### src/rtl/ui_input_conditioner_bank.sv
// Multi-channel UI input conditioner: synchronise, normalise polarity, debounce, emit press/release pulses.
// Optional hold/auto-repeat pulses are built when UI_HOLD_REPEAT_EN is defined.
module ui_input_conditioner_bank #(
  parameter int unsigned              NUM_CHANNELS    = 10,
  parameter int unsigned              SYNC_STAGES     = 2,
  parameter int unsigned              DEBOUNCE_CYCLES = 500000,
  parameter logic [NUM_CHANNELS-1:0]  ACTIVE_LOW_MASK = {NUM_CHANNELS{1'b1}}
`ifdef UI_HOLD_REPEAT_EN
  ,
  parameter int unsigned              HOLD_CYCLES     = 50000000,
  parameter int unsigned              REPEAT_CYCLES   = 10000000
`endif
) (
  input  logic                    clock_50Mhz,
  input  logic                    reset,
  input  logic [NUM_CHANNELS-1:0] raw_in,
  output logic [NUM_CHANNELS-1:0] level_out,
  output logic [NUM_CHANNELS-1:0] press_pulse,
  output logic [NUM_CHANNELS-1:0] release_pulse,
  output logic                    any_pressed
`ifdef UI_HOLD_REPEAT_EN
  ,
  output logic [NUM_CHANNELS-1:0] hold_pulse
`endif
);

  localparam int unsigned CNT_W = $clog2(DEBOUNCE_CYCLES + 1);
`ifdef UI_HOLD_REPEAT_EN
  localparam int unsigned HOLD_W = $clog2(HOLD_CYCLES + REPEAT_CYCLES + 1);
`endif

  typedef enum logic [1:0] {
    RELEASED,
    PRESS_PENDING,
    PRESSED,
    RELEASE_PENDING
  } state_t;

  logic [SYNC_STAGES-1:0][NUM_CHANNELS-1:0] r_sync;
  logic [NUM_CHANNELS-1:0]                  w_s;
  logic                                     r_any;

  // Reset preloads the inactive pin level so no phantom press follows reset release.
  always_ff @(posedge clock_50Mhz) begin
    if (reset) begin
      r_sync <= {SYNC_STAGES{ACTIVE_LOW_MASK}};
    end else begin
      r_sync <= {r_sync[SYNC_STAGES-2:0], raw_in};
    end
  end

  assign w_s = r_sync[SYNC_STAGES-1] ^ ACTIVE_LOW_MASK;

  always_ff @(posedge clock_50Mhz) begin
    if (reset) r_any <= 1'b0;
    else       r_any <= |level_out;
  end

  assign any_pressed = r_any;

  for (genvar g = 0; g < NUM_CHANNELS; g++) begin : g_ch
    state_t           r_state, w_state_nxt;
    logic [CNT_W-1:0] r_cnt, w_cnt_nxt;
    logic             r_level, w_level_nxt;
    logic             r_press, w_press_nxt;
    logic             r_release, w_release_nxt;

    always_ff @(posedge clock_50Mhz) begin
      if (reset) begin
        r_state   <= RELEASED;
        r_cnt     <= '0;
        r_level   <= 1'b0;
        r_press   <= 1'b0;
        r_release <= 1'b0;
      end else begin
        r_state   <= w_state_nxt;
        r_cnt     <= w_cnt_nxt;
        r_level   <= w_level_nxt;
        r_press   <= w_press_nxt;
        r_release <= w_release_nxt;
      end
    end

    // Any mismatch drops back to the settled state; the counter restarts on the next mismatch.
    always_comb begin
      w_state_nxt   = r_state;
      w_cnt_nxt     = r_cnt;
      w_level_nxt   = r_level;
      w_press_nxt   = 1'b0;
      w_release_nxt = 1'b0;
      case (r_state)
        RELEASED: begin
          if (w_s[g]) begin
            w_state_nxt = PRESS_PENDING;
            w_cnt_nxt   = CNT_W'(1);
          end
        end
        PRESS_PENDING: begin
          if (!w_s[g]) begin
            w_state_nxt = RELEASED;
            w_cnt_nxt   = '0;
          end else if (r_cnt == CNT_W'(DEBOUNCE_CYCLES - 1)) begin
            w_state_nxt = PRESSED;
            w_cnt_nxt   = '0;
            w_level_nxt = 1'b1;
            w_press_nxt = 1'b1;
          end else begin
            w_cnt_nxt = r_cnt + CNT_W'(1);
          end
        end
        PRESSED: begin
          if (!w_s[g]) begin
            w_state_nxt = RELEASE_PENDING;
            w_cnt_nxt   = CNT_W'(1);
          end
        end
        RELEASE_PENDING: begin
          if (w_s[g]) begin
            w_state_nxt = PRESSED;
            w_cnt_nxt   = '0;
          end else if (r_cnt == CNT_W'(DEBOUNCE_CYCLES - 1)) begin
            w_state_nxt   = RELEASED;
            w_cnt_nxt     = '0;
            w_level_nxt   = 1'b0;
            w_release_nxt = 1'b1;
          end else begin
            w_cnt_nxt = r_cnt + CNT_W'(1);
          end
        end
        default: begin
          w_state_nxt = RELEASED;
          w_cnt_nxt   = '0;
        end
      endcase
    end

    assign level_out[g]     = r_level;
    assign press_pulse[g]   = r_press;
    assign release_pulse[g] = r_release;

`ifdef UI_HOLD_REPEAT_EN
    logic [HOLD_W-1:0] r_hold_cnt;
    logic              r_hold;

    // Hold time keeps accumulating through a tentative release; only an accepted release clears it.
    always_ff @(posedge clock_50Mhz) begin
      if (reset) begin
        r_hold_cnt <= '0;
        r_hold     <= 1'b0;
      end else begin
        r_hold <= 1'b0;
        if (w_state_nxt == RELEASED) begin
          r_hold_cnt <= '0;
        end else if (r_state == PRESSED || r_state == RELEASE_PENDING) begin
          if (r_hold_cnt == HOLD_W'(HOLD_CYCLES - 1)) begin
            r_hold     <= 1'b1;
            r_hold_cnt <= r_hold_cnt + HOLD_W'(1);
          end else if (REPEAT_CYCLES != 0 &&
                       r_hold_cnt == HOLD_W'(HOLD_CYCLES + REPEAT_CYCLES - 1)) begin
            r_hold     <= 1'b1;
            r_hold_cnt <= HOLD_W'(HOLD_CYCLES);
          end else if (REPEAT_CYCLES != 0 || r_hold_cnt != HOLD_W'(HOLD_CYCLES)) begin
            r_hold_cnt <= r_hold_cnt + HOLD_W'(1);
          end
        end
      end
    end

    assign hold_pulse[g] = r_hold;
`endif
  end

endmodule

### config.mk
export PLATFORM = sky130hd
export DESIGN_NAME = ui_input_conditioner_bank
export DESIGN_NICKNAME = d
export VERILOG_FILES = /design/src/rtl/ui_input_conditioner_bank.sv
export SDC_FILE = /design/constraint.sdc
export NUM_CORES = 1
export LEC_CHECK = 0
export BUFFER_PORTS_ARGS = -buffer_cell sky130_fd_sc_hd__buf_2
export CORE_ASPECT_RATIO = 1.75
export CORE_UTILIZATION = 60
export CTS_CLUSTER_DIAMETER = 30
export CTS_CLUSTER_SIZE = 30
export DETAILED_ROUTE_END_ITERATION = 7
export PLACE_DENSITY = 0.75
export SLEW_MARGIN = 20
export SYNTH_ARGS = -nofsm -noshare
export SYNTH_HDL_FRONTEND = slang
export SYNTH_SLANG_ARGS = --single-unit
### constraint.sdc
create_clock -name clock_50Mhz -period 2.6 [get_ports clock_50Mhz]
set_clock_uncertainty 0.05 [all_clocks]
set_input_delay 0.52 -clock clock_50Mhz [delete_from_list [all_inputs] [get_ports clock_50Mhz]]
set_output_delay 0.52 -clock clock_50Mhz [all_outputs]
set_load 0.03 [all_outputs]
After elaboration in Yosys (flattened, before gate mapping)

Cells that the tools add are included.

Input bits: 12
Word-level logic and storage cells: 475
Register bits: 261
Output and inout bits: 31

Reduce and logical (&&, ||, !) cells: 71
Add/sub/neg operators: 10
Mux-type cells: 190
Bitwise operators: 31
Eq/ne operators: 120

Operators with widths:

| operator                                                         | number |
|---|---|
| 19-bit 2-to-1 mux                                                | 50 |
| 19-bit one-hot mux with 4 select lines                           | 10 |
| 19-bit by 1-bit adder with 19-bit output (second input constant) | 10 |
| 19-bit == test (second input constant)                           | 10 |
| 2-bit 2-to-1 mux                                                 | 60 |
| 2-bit != test (second input constant)                            | 60 |
| 2-bit one-hot mux with 4 select lines                            | 10 |
| 3-bit != test (second input constant)                            | 20 |
| 3-bit OR reduction                                               | 20 |
| 1-bit 2-to-1 mux                                                 | 50 |
| 5-bit AND reduction                                              | 10 |
| 2-bit == test (second input constant)                            | 20 |
| 4-bit AND reduction                                              | 10 |
| 1-bit NOT                                                        | 30 |
| 2-bit by 1-bit == test with 1-bit output (second input constant) | 10 |
| 2-bit logical NOT                                                | 10 |
| 1-bit one-hot mux with 2 select lines                            | 10 |
| 2-bit AND reduction                                              | 10 |
| 2-bit nonzero test                                               | 10 |
| 10-bit NOT                                                       | 1 |
| 10-bit OR reduction                                              | 1 |

Depth between registers and ports, before layout

Depth in word-level cells: 4
Depth in mapped cells: 9
Depth with buffers taken out: 6

Least setup slack after synthesis

No wires, ideal clock.

Kind: reg2reg
Start point: register g_ch[0].r_cnt[0]
End point: register g_ch[0].r_cnt[18]
Buffers on the path: 1
Required time: 2.420 ns
Cell stages (with the launch flop): 8
Arrival: 2.041 ns
Library setup time: 0.130 ns
Period minus slack after synthesis: 2.222 ns
Slack: 0.378 ns
Cell sequence: dfxtp_1 -> ha_1 -> or4b_2 -> nor3_2 -> a21oi_1 -> clkbuf_1 -> a41oi_1 -> a31oi_1

Cells in the longest elaborated chain, start to end: 4
Elaborated cells on any way between the ends: 6
Classes of those cells: add/sub: 1; eq/ne: 1; mux: 4

RTL lines:

| element                                                                           | RTL line | source |
|---|---|---|
| start: declaration                                                                | 63       | `logic [CNT_W-1:0] r_cnt, w_cnt_nxt;` |
| start signal: assignment                                                          | 77       | `r_cnt <= w_cnt_nxt;` |
| 19-bit by 1-bit adder with 19-bit output / 19-bit == test (equally long branches) | n/a      |  |
| 19-bit 2-to-1 mux *                                                               | 102, 121 |  |
| 19-bit 2-to-1 mux (on tied branches)                                              | 118, 99  |  |
| 19-bit one-hot mux with 4 select lines *                                          | 91       | `case (r_state)` |

Mark *: on every way between the ends. The rest lies on a longest branch, timed or not.
A chain may end at the register's enable or synchronous reset.

Worst setup path in the final report

Start point: register g_ch[1].r_cnt[0]
End point: register g_ch[1].r_cnt[5]

Cells in the longest elaborated chain, start to end: 4
Elaborated cells on any way between the ends: 6
Classes of those cells: add/sub: 1; eq/ne: 1; mux: 4

RTL lines:

| element                                                                           | RTL line |
|---|---|
| start: declaration                                                                | 63 |
| start signal: assignment                                                          | 77 |
| 19-bit by 1-bit adder with 19-bit output / 19-bit == test (equally long branches) | n/a |
| 19-bit 2-to-1 mux *                                                               | 102, 121 |
| 19-bit 2-to-1 mux (on tied branches)                                              | 118, 99 |
| 19-bit one-hot mux with 4 select lines *                                          | 91 |

Marked as above.

==> reports/results.tsv <==
metric	value	unit
worst_slew_pin_slew	990	ps
layout_setup_ws	275	ps
synth.top_cell.area_share	0.407	
reg2reg_depth	6	
synth.avg_cell_area	8.26	µm²
finalCritPeriodShare	0.894	
layout.nets	1596	
ys_ff_latch	261	
critical_path.max_fanout	18	
power.switching	0.00232	W
rsz0062_at_grt	no	
min_path_cells	2	
tns	0	ps
fin_crit	2320	ps
post_drt_via_cell_ratio	6.28	
grt_pass1_vias	11100	
critPathLaunchType	flop	
place_ws	59.9	ps
hold_buffers	0	
antenna_cells	0	
first_pass_iters	5	
internal_power	0.00764	W
wl_met2	15400	µm
min_from	raw_in[7]	
top_layer	met4	
grt-ovfl-total	0	
clockBufferDepth	3	
cts_max_level	2	
maxCapViolCount	0	
grt_max_degree	41	
cts_sinks	261	
multi_input_area	0.00696	mm²
syn_to_final_growth	13.9	%
die_h	195	µm
antenna_found_initial	0	
reg2reg_slack	280	ps
status	finished, final reports clean	
drtIter0Drc	717	
drive_gt1_frac	0.128	
ant_nets	0	
r2r_start	g_ch[1].r_cnt[0]	
ys_types	74	
synth.area.top_cells	dfxtp_1 41%, nand2_1 4.6%, a21oi_1 4.3%	
synth_area	0.0128	mm²
io_buffers	42	
dr_wl_met3	1040	µm
seq_area	0.00523	mm²
min_to	r_sync[7]	
postCtsSetupRepairBufs	0	
postSynth.asyncResetShare	0	
crit_type	reg -> reg	
avgRoutedWirePerCell	16.1	µm
fill_cells	1702	
clk_pin_slew	60	ps
coreArea	0.0209	mm²
worstPathArrival	2680	ps
start_util	0.613	
cts_made_buffers	40	
finalWirelength	29900	µm
cts_tree	built	
vdd.ir_drop.worst	0.000646	V
clk_latency	530	ps
vias	11700	
io_pins	43	
synthCells	1552	
pwr_density_cell	682	mW/mm²
chipWidth	113	µm
hold_viol	0	
power_frac_comb	0.036	
synth_nets	1574	
slew_viol_final	0	
whs	113	ps
yosys_warnings	0	
p_leak	5.20	nW
crit_path_end_kind	flop	
max_freq	0.430	GHz
synth_top_cell_by_area	dfxtp_1	
p_clk_frac	0.551	
yosysSeqAreaShare	0.407	
worstReg2RegEnd	g_ch[1].r_cnt[5]	
route.detailed.drc	0	
finalSetupViolCount	0	
synth_edf_count	0	
dpl.hpwl	20400	µm
hp-class	in -> reg	
critPathRequiredTime	2950	ps
slew_headroom	0.340	
seq_power_share	0.413	
grt_pass1_wl	50100	µm
root_buffer	clkbuf_16	
wl_met1	12400	µm
switching_share	0.233	
dieArea	0.0220	mm²
grt_usage	0.272	
ys.flop_type	dfxtp_1	
rows	70	
place_congestion	0.881	
post_cts_resized	0	
cell usage in the layout (no fill, tap or decap), types with 17 or more instances in the layout:
cell type and n:
dfxtp_1 261, nand2_1 157, a21oi_1 108, nand3_1 104
nor2_1 93, a31oi_1 75, o21ai_0 57, nand4_1 51
nor3_1 49, buf_4 45, nor4_1 41, clkbuf_16 41
buf_2 41, inv_1 38, and3_1 37, xnor2_1 30
a22o_1 28, or2_2 27, nand2b_1 24, or3_1 22
a41oi_1 20, xor2_1 20, and4_1 18, mux2i_1 17
registers in the layout (all words and copies together), names as in the netlist, named ones only:
| name | flops |
|---|---|
| any_pressed | 1 |
| g_ch.r_state | 10 |
| g_ch.r_level | 10 |
| g_ch.r_release | 10 |
| g_ch.r_cnt | 190 |
| r_sync | 20 |
| g_ch.r_press | 10 |
through the flow:
| step | std cells | instance area (µm²) | power (W) | utilization |
|---|---|---|---|---|
| 2_1_floorplan | 1552 | 12800 | 0.00444 | - |
| 3_3_place_gp | 1784 | 13200 | 0.00454 | 0.630 |
| 3_5_place_dp | 1784 | 13200 | 0.00455 | 0.630 |
| 4_1_cts | 1857 | 14600 | 0.0100 | 0.697 |
| 5_1_grt | 1857 | 14600 | 0.0102 | 0.698 |
| 6_report | 1857 | 14600 | 0.00996 | 0.698 |
layout make-up:
type / instances / area share
clock buffers: 48 / 0.0748
well taps: 252 / 0.0216
multi-input cells: 1146 / 0.476
inverters: 38 / 0.00977
flip-flops and latches: 261 / 0.358
repair buffers: 87 / 0.0386
clock inverters: 25 / 0.0211
critical path: stages, from the launching register on:
cell and delay (ps):
dfxtp_1 410, ha_1 260, nand3_1 170, nor4_2 570, a211oi_4 270, nor2_1 370
nor2_1 100
kinds of logic after synthesis:
family | count (synthesis) | synth area share
buf+inv | 145 | 0.0533
fa+ha+maj | 10 | 0.00976
xor+xnor | 50 | 0.0341
compound gates | 380 | 0.194
flops | 261 | 0.407
mux | 17 | 0.0133
simple gates | 689 | 0.288
cell usage after synthesis, types with 10 or more instances:
cell / count
buf_4: 32
or2_2: 27
nand2_1: 157
nor4_1: 41
and4_1: 18
nand3_1: 104
o21ai_0: 57
or3_1: 22
a41oi_1: 20
mux2i_1: 17
ha_1: 10
xor2_1: 20
clkbuf_1: 56
a31oi_1: 75
dfxtp_1: 261
xnor2_1: 30
a22o_1: 28
inv_1: 38
nand2b_1: 24
and3_1: 37
nor2_1: 93
nand4_1: 51
nor3_1: 51
a21o_1: 13
a21oi_1: 109
worst max-delay path by stage:
| stage | startpoint | cells after the start | to | slack, ps |
|---|---|---|---|---|
| final | g_ch[1].r_cnt[0] | 6 | g_ch[1].r_cnt[5] | 280 |
| after CTS | g_ch[5].r_cnt[1] | 6 | g_ch[5].r_cnt[5] | 60 |
| after global routing | g_ch[1].r_cnt[0] | 6 | g_ch[1].r_cnt[5] | 90 |
| after detailed placement | g_ch[5].r_cnt[1] | 6 | g_ch[5].r_cnt[18] | 60 |
| after global placement | g_ch[5].r_cnt[1] | 6 | g_ch[5].r_cnt[5] | 150 |
| after floorplan | g_ch[0].r_cnt[0] | 7 | g_ch[0].r_cnt[18] | 380 |
per-layer routing:
layer	up-vias	track usage
met2	239	0.513
met4	0	0.123
met3	70	0.0425
met1	5531	0.295
met5	-	0
li1	5819	-
power by group through the flow:
| stage | combinational (W) | clock, W | sequential (W) |
|---|---|---|---|
| after floorplan | 0.000261 | 0 | 0.00417 |
| after global placement | 0.000350 | 0 | 0.00419 |
| after detailed placement | 0.000355 | 0 | 0.00419 |
| after CTS | 0.000358 | 0.00558 | 0.00411 |
| after global routing | 0.000394 | 0.00574 | 0.00411 |
| final | 0.000358 | 0.00549 | 0.00411 |
Note: power is estimated with default switching activity, not from simulation.
